**src/rtl/ghost_nav_ctrl.sv**
```systemverilog
// Tile-map ghost navigation: scores the four neighbour tiles over four cycles, then
// commits a single tile move per accepted step request.
//
// state   | meaning
// S_IDLE  | waiting for step; latches mode, effective target and rotation seed
// S_EVAL0 | examine candidate up
// S_EVAL1 | examine candidate left
// S_EVAL2 | examine candidate down
// S_EVAL3 | examine candidate right, resolve the move and load the new tile
// S_COMMIT| new position visible, done pulse, last_mode updated
module ghost_nav_ctrl #(
    parameter int         TILE_SIZE   = 20,
    parameter int         COLS        = 32,
    parameter int         ROWS        = 24,
    parameter int         START_COL   = 30,
    parameter int         START_ROW   = 8,
    parameter logic [1:0] START_DIR   = 2'd0,
    parameter int         SCATTER_COL = 31,
    parameter int         SCATTER_ROW = 0,
    parameter int         WRAP_EN     = 0,
    parameter logic [7:0] LFSR_SEED   = 8'hA5
) (
    input  logic                              clk,
    input  logic                              reset,
    input  logic                              step,
    input  logic [1:0]                        mode,
    input  logic [$clog2(COLS)-1:0]           target_col,
    input  logic [$clog2(ROWS)-1:0]           target_row,
    input  logic [ROWS*COLS-1:0]              tilemap_walls,
    output logic [$clog2(COLS*TILE_SIZE)-1:0] x,
    output logic [$clog2(ROWS*TILE_SIZE)-1:0] y,
    output logic [1:0]                        ghost_direction,
    output logic                              busy,
    output logic                              done
);

    localparam int CW = $clog2(COLS);
    localparam int RW = $clog2(ROWS);
    localparam int XW = $clog2(COLS*TILE_SIZE);
    localparam int YW = $clog2(ROWS*TILE_SIZE);
    localparam int IW = $clog2(ROWS*COLS);
    localparam int DW = (CW > RW) ? CW : RW;
    localparam int SW = 2*DW + 1;

    localparam logic [1:0] MODE_SCATTER = 2'd1;
    localparam logic [1:0] MODE_FRIGHT  = 2'd2;
    localparam logic [1:0] MODE_HOLD    = 2'd3;

    localparam logic [1:0] DIR_UP    = 2'd0;
    localparam logic [1:0] DIR_DOWN  = 2'd1;
    localparam logic [1:0] DIR_LEFT  = 2'd2;
    localparam logic [1:0] DIR_RIGHT = 2'd3;

    typedef enum logic [2:0] {
        S_IDLE, S_EVAL0, S_EVAL1, S_EVAL2, S_EVAL3, S_COMMIT
    } state_t;

    typedef struct packed {
        logic          valid;
        logic [CW-1:0] col;
        logic [RW-1:0] row;
    } tile_t;

    // Off-grid neighbours come back invalid, which callers treat as wall.
    function automatic tile_t neighbour(input logic [CW-1:0] c, input logic [RW-1:0] r,
                                        input logic [1:0] d);
        tile_t t;
        t.valid = 1'b1;
        t.col   = c;
        t.row   = r;
        case (d)
            DIR_UP:   if (r == '0) t.valid = 1'b0; else t.row = r - 1'b1;
            DIR_DOWN: if (r == RW'(ROWS-1)) t.valid = 1'b0; else t.row = r + 1'b1;
            DIR_LEFT: begin
                if (c == '0) begin
                    if (WRAP_EN != 0) t.col = CW'(COLS-1);
                    else t.valid = 1'b0;
                end else begin
                    t.col = c - 1'b1;
                end
            end
            default: begin
                if (c == CW'(COLS-1)) begin
                    if (WRAP_EN != 0) t.col = '0;
                    else t.valid = 1'b0;
                end else begin
                    t.col = c + 1'b1;
                end
            end
        endcase
        return t;
    endfunction

    state_t        state, state_nx;
    logic [CW-1:0] col;
    logic [RW-1:0] row;
    logic [1:0]    dir;
    logic [7:0]    lfsr;
    logic [1:0]    last_mode, mode_q, rot_q;
    logic [CW-1:0] tcol_q;
    logic [RW-1:0] trow_q;
    logic          acc_found, acc_found_nx;
    logic [1:0]    acc_dir, acc_dir_nx;
    logic [SW-1:0] acc_score, acc_score_nx;
    logic          rev_ok, rev_ok_nx;

    logic [1:0]    eval_idx, cand_dir, rev_dir, move_dir;
    tile_t         cand, move_tile;
    logic [IW-1:0] cand_idx;
    logic          cand_tile_ok, cand_is_rev, cand_open, mode_chg, move;
    logic [CW-1:0] dx_c;
    logic [RW-1:0] dy_r;
    logic [DW-1:0] dx, dy;
    logic [SW-1:0] score;

    assign ghost_direction = dir;
    assign rev_dir         = dir ^ 2'd1;

    always_comb begin
        eval_idx = 2'd0;
        case (state)
            S_EVAL1: eval_idx = 2'd1;
            S_EVAL2: eval_idx = 2'd2;
            S_EVAL3: eval_idx = 2'd3;
            default: eval_idx = 2'd0;
        endcase
        case (eval_idx)
            2'd0:    cand_dir = DIR_UP;
            2'd1:    cand_dir = DIR_LEFT;
            2'd2:    cand_dir = DIR_DOWN;
            default: cand_dir = DIR_RIGHT;
        endcase
    end

    always_comb begin
        cand         = neighbour(col, row, cand_dir);
        cand_idx     = IW'(cand.row) * IW'(COLS) + IW'(cand.col);
        cand_tile_ok = cand.valid && !tilemap_walls[cand_idx];
        cand_is_rev  = (cand_dir == rev_dir);
        cand_open    = cand_tile_ok && !cand_is_rev;
        dx_c         = (cand.col >= tcol_q) ? cand.col - tcol_q : tcol_q - cand.col;
        dy_r         = (cand.row >= trow_q) ? cand.row - trow_q : trow_q - cand.row;
        dx           = DW'(dx_c);
        dy           = DW'(dy_r);
        // Frightened reuses the min-search: distance from rot in rotation order.
        if (mode_q == MODE_FRIGHT) score = SW'(eval_idx - rot_q);
        else                       score = SW'(dx) * SW'(dx) + SW'(dy) * SW'(dy);
    end

    always_comb begin
        acc_found_nx = acc_found;
        acc_dir_nx   = acc_dir;
        acc_score_nx = acc_score;
        rev_ok_nx    = rev_ok;
        if (cand_open && (!acc_found || score < acc_score)) begin
            acc_found_nx = 1'b1;
            acc_dir_nx   = cand_dir;
            acc_score_nx = score;
        end
        if (cand_is_rev) rev_ok_nx = cand_tile_ok;
    end

    // Resolved in EVAL3 using the accumulator values that include the last candidate.
    always_comb begin
        mode_chg = (mode_q != last_mode) && (mode_q != MODE_HOLD) && (last_mode != MODE_HOLD);
        move     = 1'b0;
        move_dir = dir;
        if (mode_q != MODE_HOLD) begin
            if (mode_chg && rev_ok_nx) begin
                move     = 1'b1;
                move_dir = rev_dir;
            end else if (acc_found_nx) begin
                move     = 1'b1;
                move_dir = acc_dir_nx;
            end else if (rev_ok_nx) begin
                move     = 1'b1;
                move_dir = rev_dir;
            end
        end
        move_tile = neighbour(col, row, move_dir);
    end

    always_comb begin
        state_nx = state;
        busy     = (state != S_IDLE);
        done     = (state == S_COMMIT);
        case (state)
            S_IDLE:   if (step) state_nx = S_EVAL0;
            S_EVAL0:  state_nx = S_EVAL1;
            S_EVAL1:  state_nx = S_EVAL2;
            S_EVAL2:  state_nx = S_EVAL3;
            S_EVAL3:  state_nx = S_COMMIT;
            default:  state_nx = S_IDLE;
        endcase
    end

    always_ff @(posedge clk or posedge reset) begin
        if (reset) state <= S_IDLE;
        else       state <= state_nx;
    end

    always_ff @(posedge clk or posedge reset) begin
        if (reset) begin
            col       <= CW'(START_COL);
            row       <= RW'(START_ROW);
            x         <= XW'(START_COL*TILE_SIZE);
            y         <= YW'(START_ROW*TILE_SIZE);
            dir       <= START_DIR;
            lfsr      <= LFSR_SEED;
            last_mode <= 2'd0;
            mode_q    <= 2'd0;
            rot_q     <= 2'd0;
            tcol_q    <= '0;
            trow_q    <= '0;
            acc_found <= 1'b0;
            acc_dir   <= 2'd0;
            acc_score <= '0;
            rev_ok    <= 1'b0;
        end else begin
            lfsr <= {lfsr[6:0], lfsr[7] ^ lfsr[5] ^ lfsr[4] ^ lfsr[3]};
            case (state)
                S_IDLE: begin
                    if (step) begin
                        mode_q    <= mode;
                        rot_q     <= lfsr[1:0];
                        acc_found <= 1'b0;
                        rev_ok    <= 1'b0;
                        if (mode == MODE_SCATTER) begin
                            tcol_q <= CW'(SCATTER_COL);
                            trow_q <= RW'(SCATTER_ROW);
                        end else begin
                            tcol_q <= target_col;
                            trow_q <= target_row;
                        end
                    end
                end
                S_EVAL0, S_EVAL1, S_EVAL2, S_EVAL3: begin
                    acc_found <= acc_found_nx;
                    acc_dir   <= acc_dir_nx;
                    acc_score <= acc_score_nx;
                    rev_ok    <= rev_ok_nx;
                    if (state == S_EVAL3) begin
                        dir <= move_dir;
                        if (move && move_tile.valid) begin
                            col <= move_tile.col;
                            row <= move_tile.row;
                            x   <= XW'(int'(move_tile.col) * TILE_SIZE);
                            y   <= YW'(int'(move_tile.row) * TILE_SIZE);
                        end
                    end
                end
                S_COMMIT: last_mode <= mode_q;
                default: ;
            endcase
        end
    end

endmodule

```
**config.mk**
```make
export PLATFORM = sky130hd
export DESIGN_NAME = ghost_nav_ctrl
export DESIGN_NICKNAME = d
export VERILOG_FILES = /design/src/rtl/ghost_nav_ctrl.sv
export SDC_FILE = /design/constraint.sdc
export NUM_CORES = 1
export LEC_CHECK = 0
export BUFFER_PORTS_ARGS = -buffer_cell sky130_fd_sc_hd__buf_4
export CORE_AREA = 10 10 302 304
export CTS_CLUSTER_DIAMETER = 120
export DETAILED_ROUTE_END_ITERATION = 10
export DIE_AREA = 0 0 312 314
export PLACE_DENSITY = 0.44
export SLEW_MARGIN = 40
export SYNTH_ARGS = -nofsm -noshare
export SYNTH_HDL_FRONTEND = slang
export SYNTH_SLANG_ARGS = --single-unit
```
**constraint.sdc**
```tcl
create_clock -name clk -period 14.2 [get_ports clk]
set_input_delay 1.42 -clock clk [delete_from_list [all_inputs] [get_ports clk]]
set_output_delay 1.42 -clock clk [all_outputs]
set_load 0.1 [all_outputs]
```
==> impl_metrics.csv, run 1 <==
group,metric,value,unit
setup_path,rr_endpoint,"x[8]",
placed_design,place_hpwl,90200,um
timing,hold_viol,0,
cts,numCtsBuffers,9,
synth,synth_cell_types,103,
synth,synth_area,14000,sq um
setup_path,r2r_cells,53,
job,drv_cap,0,
cts,insertion_delay,0.35,ns
floorplanning,rows,107,
floorplanning,dieArea,98000,sq um
drt,vias,16900,
drt,remaining_drc_errors,0,
global_route,grt_pass1_wl,140000,um
setup_path,cp-startpoint,"row[0]",
synth,ys_warn_count,0,
synth,synth-edff-count,0,
cts,postCtsSetupBuffers,0,
cts,cts_resized,0,
layout,drive_above_1_share,42.0,%
cts,cts_tree,"done",
timing,setup_tns,0,ns
synth,ys_seq_elements,65,
drt,routedWlPerCell,29.1,um
setup_path,critical_path_class,"flop to flop",
setup_path,crit_buf_inv,4,
drt,wl,106000,um
placed_design,dp_cells,3606,
floorplanning,die_w,312,um
setup_path,start_kind,"flop",
cts,clk_transition_reported_paths,0.06,ns
drt,postRouteAntennaNets,0,
layout,final_common_cell,"buf_4",
setup_path,critPathArrivalTime,12.95,ns
setup_path,rrSetupSlack,1.48,ns
floorplanning,core,84900,sq um
timing,relSlewSlack,35.9,%
worst_hold_path,hold_path_depth,0,
timing,finalCriticalPeriod,12.72,ns
global_route,grt_usage,20.1,%
drt,viasPerCell,4.66,
setup_path,crit_fanout,10,
cts,cts-root-buf,"clkbuf_16",
timing,max_slew.worst_pin.slew,0.961,ns
setup_path,reg2reg_from,"row[0]",
setup_path,max_stage_delay,0.69,ns
global_route,grt_overflow,0,
global_route,grt_pass1_vias,17000,
drt,drtPass1Iterations,5,
floorplanning,fp.dieH,314,um
worst_hold_path,hold_path_end,"lfsr[7]",
timing,setup_violations,0,
synth,synthArstFlopShare,100,%
timing,slew_viol_final,0,
cts,cts_sinks,65,
synth,avgSynthCellArea,7.96,sq um
cts,clockBufferDepth,2,
layout,final_nets,3356,
synth,netlist_instances,1758,
layout,area_growth,53.3,%
timing,grt_setup_unrepaired,"no",
setup_path,crit_slowest_cell,"or4b_2",
setup_path,endpoint_kind,"flop",
timing,max_freq,0.0786,GHz
layout,final_cell_mix,"840 x buf_4, 371 x nand2_1, 118 x mux2i_1",
worst_hold_path,worstHoldStart,"lfsr[6]",
setup_path,required,14.43,ns
layout,final-instance-count-excl-fill,3635,
setup_path,cpLargestDelayFamily,"compound AO/OA/AOI/OAI gates",
cts,postCtsHoldBufs,0,
synth,yosysSeqAreaShare,11.7,%
timing,clock_skew,0.00907,ns
floorplanning,io_pins,806,
status,status,"finished clean",
global_route,grt_max_degree,119,
placed_design,port_buffers,801,
worst_hold_path,hold_class,"flop to flop",
floorplanning,start_util,16.5,%
cts,htreeDepth,3,
timing,fin_crit_sh,89.6,%
global_route,grt_antenna_before_repair,30,
drt,drt_iter0_markers,1402,
synth,synth_flop_cell,"dfrtp_1",
placed_design,place.gp.congestion,0.880,
==> kinds of logic after synthesis <==
logic type                 share of synthesized area (%)
AOI/OAI and AO/OA                                   18.2
xor gates and xnor gates                            2.01
adders and majority gates                           10.4
buffers and inverters                               8.97
DFF                                                 11.7
muxes                                               25.7
other                                             0.0268
and+or+nand+nor                                     22.9
==> flip-flops by register name, summed over array words and instances (netlist names) <==
| signal | cells |
|---|---|
| acc_dir | 2 |
| acc_found | 1 |
| acc_score | 11 |
| col | 5 |
| ghost_direction | 2 |
| last_mode | 2 |
| lfsr | 8 |
| mode_q | 2 |
| rev_ok | 1 |
| rot_q | 2 |
| row | 5 |
| state | 3 |
| tcol_q | 5 |
| trow_q | 5 |
| x | 6 |
| y | 5 |
==> cells in the mapped netlist, types with 10 or more instances <==
cell type | count | area share (%)
buf_4 | 27 | 1.4
fa_1 | 28 | 4.0
nand2b_1 | 17 | 0.76
a22oi_1 | 12 | 0.64
buf_2 | 45 | 1.6
mux4_2 | 86 | 14
nand4_1 | 22 | 0.98
xnor2_1 | 22 | 1.4
and3_1 | 21 | 0.94
and2_1 | 16 | 0.71
a21o_1 | 15 | 0.80
o21ai_0 | 57 | 2.0
mux2_2 | 30 | 2.4
ha_1 | 72 | 6.4
a32oi_1 | 10 | 0.63
dfrtp_1 | 51 | 9.1
clkbuf_1 | 44 | 1.2
a311oi_1 | 13 | 0.81
o22ai_1 | 15 | 0.67
buf_6 | 11 | 0.88
o211ai_1 | 11 | 0.59
inv_1 | 99 | 2.7
nor2_1 | 70 | 1.9
nor2b_1 | 12 | 0.54
a21oi_1 | 113 | 4.0
nor3_1 | 37 | 1.3
mux2i_1 | 118 | 8.4
nand3_1 | 92 | 3.3
dfstp_2 | 14 | 2.6
nand2_1 | 371 | 9.9
==> metrics by stage <==
stage	instance area, sq um	hold slack [ns]	setup WS, ns	util, %
3_3_place_gp	21000	0.336	1.36	24.7
3_5_place_dp	21100	0.345	1.54	24.9
6_report	21500	0.349	1.48	25.3
4_1_cts	21400	0.352	1.52	25.2
5_1_grt	21400	0.357	0.489	25.3
2_1_floorplan	14000	0.333	1.63	-
==> routing by layer <==
metal | global-route usage [%] | vias to the layer above | part of all wire (%)
met2 | 32.9 | 744 | 47
li1 | - | 7870 | -
met1 | 25.1 | 8216 | 41
met4 | 3.60 | 24 | 1.5
met5 | 0 | - | 0.13
met3 | 7.72 | 70 | 10
==> worst max-delay path by stage <==
stage,to,cells after the start
floorplan,x[8],64
global route,x[8],54
finish,x[8],53
global placement,x[8],52
CTS,x[8],53
detailed placement,x[8],52
==> worst register-to-register path: cells and delay by family, from the launching register on <==
| family | cells | cell delay [ns] |
|---|---|---|
| XOR/XNOR | 2 | 0.36 |
| flip-flops | 1 | 0.46 |
| AO/OA/AOI/OAI | 21 | 4.41 |
| AND/OR/NAND/NOR | 14 | 2.45 |
| buffers and inverters | 4 | 0.33 |
| multiplexers | 2 | 0.63 |
| adder cells (fa/ha/maj) | 10 | 3.95 |
==> cell type report <==
type                            instances  area [sq um]
Fill cell                            9510         63400
Multi-Input combinational cell       1451         11300
Timing Repair Buffer                  844          6370
Sequential cell                        65          1640
Tap cell                             1144          1430
Inverter                              102           394
Clock buffer                           10           239
Clock inverter                          6          90.1
Antenna cell                           13          32.5
Power of run 1 is left out: the tool's default activity adds up to more than one toggle a clock period on the data nets, which glitch-free logic cannot reach.
==> run 2: changes to the inputs <==
--- a/config.mk
+++ b/config.mk
@@ -6,11 +6,13 @@
 export NUM_CORES = 1
 export LEC_CHECK = 0
 export BUFFER_PORTS_ARGS = -buffer_cell sky130_fd_sc_hd__buf_4
-export CORE_AREA = 10 10 302 304
+export CELL_PAD_IN_SITES_DETAIL_PLACEMENT = 0
+export CELL_PAD_IN_SITES_GLOBAL_PLACEMENT = 2
+export CORE_AREA = 10 10 309 311
 export CTS_CLUSTER_DIAMETER = 120
 export DETAILED_ROUTE_END_ITERATION = 10
-export DIE_AREA = 0 0 312 314
-export PLACE_DENSITY = 0.44
+export DIE_AREA = 0 0 319 321
+export PLACE_DENSITY = 0.66
 export SLEW_MARGIN = 40
 export SYNTH_ARGS = -nofsm -noshare
 export SYNTH_HDL_FRONTEND = slang
==> impl_metrics.csv, run 2 (synthesized netlist as in run 1, its figures left out) <==
group,metric,value,unit
timing,slew_viol_final,0,
floorplanning,io_pins,806,
layout,multi_input_area,11200,sq um
layout,seq_area,1640,sq um
layout,drive_above_1_share,42.1,%
cts,htreeDepth,3,
setup_path,required,14.43,ns
cts,cts_resized,0,
floorplanning,fp.dieH,321,um
global_route,grt_overflow,0,
placed_design,port_buffers,801,
layout,largest_reg_flops,11,
cts,insertion_delay,0.34,ns
timing,setup_tns,0,ns
floorplanning,core,89300,sq um
timing,grt_setup_unrepaired,"no",
drt,wl,108000,um
setup_path,cp_common_cell,"ha_1",
layout,utilization,24.0,%
timing,finalCriticalPeriod,13.07,ns
placed_design,pre_cts_ws,1.15,ns
drt,drtPass1Iterations,5,
timing,max_freq,0.0765,GHz
global_route,grt_pass1_wl,145000,um
drt,vias,17200,
floorplanning,dieArea,102000,sq um
status,status,"finished clean",
cts,clk_transition_reported_paths,0.06,ns
setup_path,endpoint_kind,"flop",
cts,cts-root-buf,"clkbuf_16",
setup_path,start_kind,"flop",
drt,viasPerCell,4.67,
global_route,grt_max_degree,66,
setup_path,critPathArrivalTime,13.30,ns
floorplanning,rows,110,
layout,top_regs,"acc_score: 11 flops, lfsr: 8 flops, x: 6 flops",
cts,cts_tree,"done",
timing,setup_violations,0,
layout,fillers,9913,
worst_hold_path,hold_class,"flop to flop",
placed_design,place_hpwl,91900,um
timing,clock_skew,0.00893,ns
setup_path,critical_path_class,"flop to flop",
floorplanning,start_util,15.7,%
drt,routedWlPerCell,29.4,um
global_route,grt_usage,19.8,%
setup_path,crit_slowest_cell,"mux2i_2",
layout,final_cell_mix,"844 x buf_4, 371 x nand2_1, 118 x mux2i_1",
drt,remaining_drc_errors,0,
placed_design,place.gp.congestion,0.923,
cts,postCtsSetupBuffers,0,
timing,whs,0.353,ns
layout,area_growth,53.4,%
drt,postRouteAntennaNets,0,
timing,hold_viol,0,
layout,final_nets,3361,
floorplanning,die_w,319,um
timing,fin_crit_sh,92.0,%
setup_path,crit_fanout,53,
drt,drt_iter0_markers,1268,
layout,top_register,"acc_score",
timing,setup_slack,1.13,ns
setup_path,max_stage_delay,0.63,ns
global_route,grt_antenna_before_repair,43,
global_route,grt_pass1_vias,17800,
cts,postCtsHoldBufs,0,
cts,cts_sinks,65,
layout,final_common_cell,"buf_4",
timing,relSlewSlack,43.2,%
cts,clockBufferDepth,2,
job,drv_cap,0,
timing,max_slew.worst_pin.slew,0.846,ns
cts,numCtsBuffers,9,
==> run 2: final timing paths <==
| path | start | endpoint | slack [ns] | depth (start not counted) |
|---|---|---|---|---|
| setup reg to reg | col[1] | x[8] | 1.13 | 55 |
| hold reg to reg | lfsr[6] | lfsr[7] | 0.35 | 0 |
| setup / recovery | col[1] | x[8] | 1.13 | 55 |
| hold / removal | lfsr[6] | lfsr[7] | 0.35 | 0 |
| max in group asynchronous | reset | acc_score[1] | 12.52 | 3 |
| min in group asynchronous | reset | y[8] | 1.24 | 3 |
==> run 2: final cells by class <==
cell class                 count  share of cell area, %
inverter                     102                   1.84
sequential                    65                   7.65
antenna                       22                  0.256
timing repair buffer         849                   29.7
tap                         1176                   6.85
multi-input combinational   1451                   52.3
clock inverter                 7                  0.326
clock buffer                   9                   1.05
==> run 2: worst max-delay path, delay by kind of cell (launching register included) <==
family | cells | cell delay (ns)
buf+inv | 7 | 1.07
flops | 1 | 0.39
mux | 3 | 1.04
compound gates | 19 | 3.70
xor+xnor | 4 | 0.64
fa+ha+maj | 11 | 4.15
simple gates | 11 | 1.91
==> run 2: metal layers <==
| metal | up-vias | global-route usage [%] | part of all wire, % |
|---|---|---|---|
| met2 | 723 | 32.7 | 48 |
| met5 | - | 0 | 0.12 |
| li1 | 7882 | - | - |
| met3 | 74 | 5.20 | 7.4 |
| met1 | 8487 | 25.2 | 43 |
| met4 | 20 | 5.56 | 1.6 |
==> run 2: per-stage QoR <==
step,instance area (sq um),instances
6_report,21500,3681
3_5_place_dp,21100,3643
4_1_cts,21400,3659
3_3_place_gp,21100,3642
5_1_grt,21500,3677
2_1_floorplan,14000,1761
Power of run 2 is left out for the same reason.
==> run 3: changes to the inputs <==
==> constraint.sdc (replaced) <==
create_clock -name clk -period 13.8 [get_ports clk]
set_input_delay 1.38 -clock clk [delete_from_list [all_inputs] [get_ports clk]]
set_output_delay 1.38 -clock clk [all_outputs]
set_load 0.05 [all_outputs]
==> impl_metrics.csv, run 3 (synthesized netlist as in run 1, its figures left out) <==
group,metric,value,unit
status,status,"finished clean",
floorplanning,io_pins,806,
layout,area_growth,53.4,%
timing,fin_crit_sh,93.8,%
floorplanning,die_w,319,um
worst_hold_path,hold_class,"flop to flop",
placed_design,place.gp.congestion,0.948,
setup_path,required,14.03,ns
drt,vias,17300,
placed_design,port_buffers,801,
drt,viasPerCell,4.71,
floorplanning,start_util,15.7,%
timing,relSlewSlack,41.2,%
layout,final-instance-count-excl-fill,3666,
job,drv_cap,0,
layout,top_register,"acc_score",
timing,clock_skew,0.0122,ns
layout,final_nets,3364,
timing,grt_setup_unrepaired,"no",
setup_path,endpoint_kind,"flop",
global_route,grt_max_degree,66,
setup_path,crit_slowest_cell,"or4b_2",
cts,cts_sinks,65,
timing,slew_viol_final,0,
drt,drtPass1Iterations,7,
setup_path,start_kind,"flop",
setup_path,crit_fanout,16,
drt,postRouteAntennaNets,0,
timing,setup_tns,0,ns
global_route,grt_antenna_before_repair,18,
cts,htreeDepth,3,
timing,hold_viol,0,
placed_design,dp_cells,3646,
drt,remaining_drc_errors,0,
global_route,grt_usage,19.9,%
layout,largest_reg_flops,11,
timing,setup_violations,0,
cts,insertion_delay,0.35,ns
floorplanning,rows,110,
cts,clk_transition_reported_paths,0.07,ns
cts,clockBufferDepth,2,
cts,postCtsHoldBufs,0,
timing,finalCriticalPeriod,12.95,ns
layout,top_regs,"acc_score: 11 flops, lfsr: 8 flops, x: 6 flops",
cts,numCtsBuffers,9,
global_route,grt_pass1_wl,147000,um
setup_path,critPathArrivalTime,13.17,ns
drt,wl,109000,um
layout,final_common_cell,"buf_4",
drt,routedWlPerCell,29.6,um
layout,final_cell_mix,"848 x buf_4, 371 x nand2_1, 118 x mux2i_1",
cts,postCtsSetupBuffers,0,
floorplanning,fp.dieH,321,um
floorplanning,core,89300,sq um
layout,fillers,9970,
setup_path,critical_path_class,"flop to flop",
floorplanning,dieArea,102000,sq um
placed_design,place_hpwl,92100,um
cts,cts-root-buf,"clkbuf_16",
global_route,grt_overflow,0,
cts,cts_tree,"done",
cts,cts_resized,0,
layout,drive_above_1_share,42.2,%
setup_path,max_stage_delay,0.69,ns
drt,drt_iter0_markers,1104,
global_route,grt_pass1_vias,18000,
timing,max_slew.worst_pin.slew,0.879,ns
timing,max_freq,0.0772,GHz
setup_path,cp_common_cell,"ha_1",
==> run 3: changes by cell type in the layout (fill, tap and decap cells not counted), moves of 2 or more <==
cell      change
diode_2      -18
clkinv_2      -2
inv_6         +2
buf_4         +4
==> run 3: final timing paths <==
check | startpoint | end | slack (ns) | cells past startpoint
max | row[0] | x[8] | 0.85 | 54
min | lfsr[6] | lfsr[7] | 0.37 | 0
max reg2reg | row[0] | x[8] | 0.85 | 54
min reg2reg | lfsr[6] | lfsr[7] | 0.37 | 0
max in group asynchronous | reset | last_mode[0] | 12.12 | 3
min in group asynchronous | reset | y[8] | 1.20 | 3
==> run 3: area by class of cell <==
cell class	instances	area (sq um)	share of cell area, %
clock buffer	9	225	1.05
inverter	102	394	1.83
sequential	65	1640	7.65
multi-input combinational	1451	11200	52.3
tap	1176	1470	6.85
clock inverter	7	100	0.466
antenna	4	10.0	0.0466
timing repair buffer	852	6400	29.8
==> run 3: metal layers <==
| metal | track usage, % | vias to the layer above | share of wire, % |
|---|---|---|---|
| met2 | 34.4 | 739 | 49 |
| met5 | 0 | - | 0.11 |
| met1 | 26.2 | 8604 | 44 |
| li1 | - | 7871 | - |
| met3 | 4.06 | 49 | 6.6 |
| met4 | 1.99 | 16 | 0.87 |
==> run 3: stage by stage <==
step / setup WS [ns] / utilization (%) / hold slack [ns] / instance area [sq um]
after global placement: 0.814 / 23.6 / 0.340 / 21100
final: 0.851 / 24.1 / 0.366 / 21500
after detailed placement: 0.942 / 23.7 / 0.349 / 21100
after CTS: 0.894 / 24.0 / 0.369 / 21500
after floorplan: 1.23 / - / 0.333 / 14000
after global routing: 0.00717 / 24.0 / 0.379 / 21500
==> run 3: critical path, delay by kind of cell (launching register included) <==
kind,cells,cell delay [ns]
mux,3,0.99
fa+ha+maj,11,4.13
compound gates,20,3.66
buf+inv,5,0.68
xor+xnor,3,0.50
simple gates,12,2.40
flops,1,0.45
Power of run 3 is left out for the same reason.
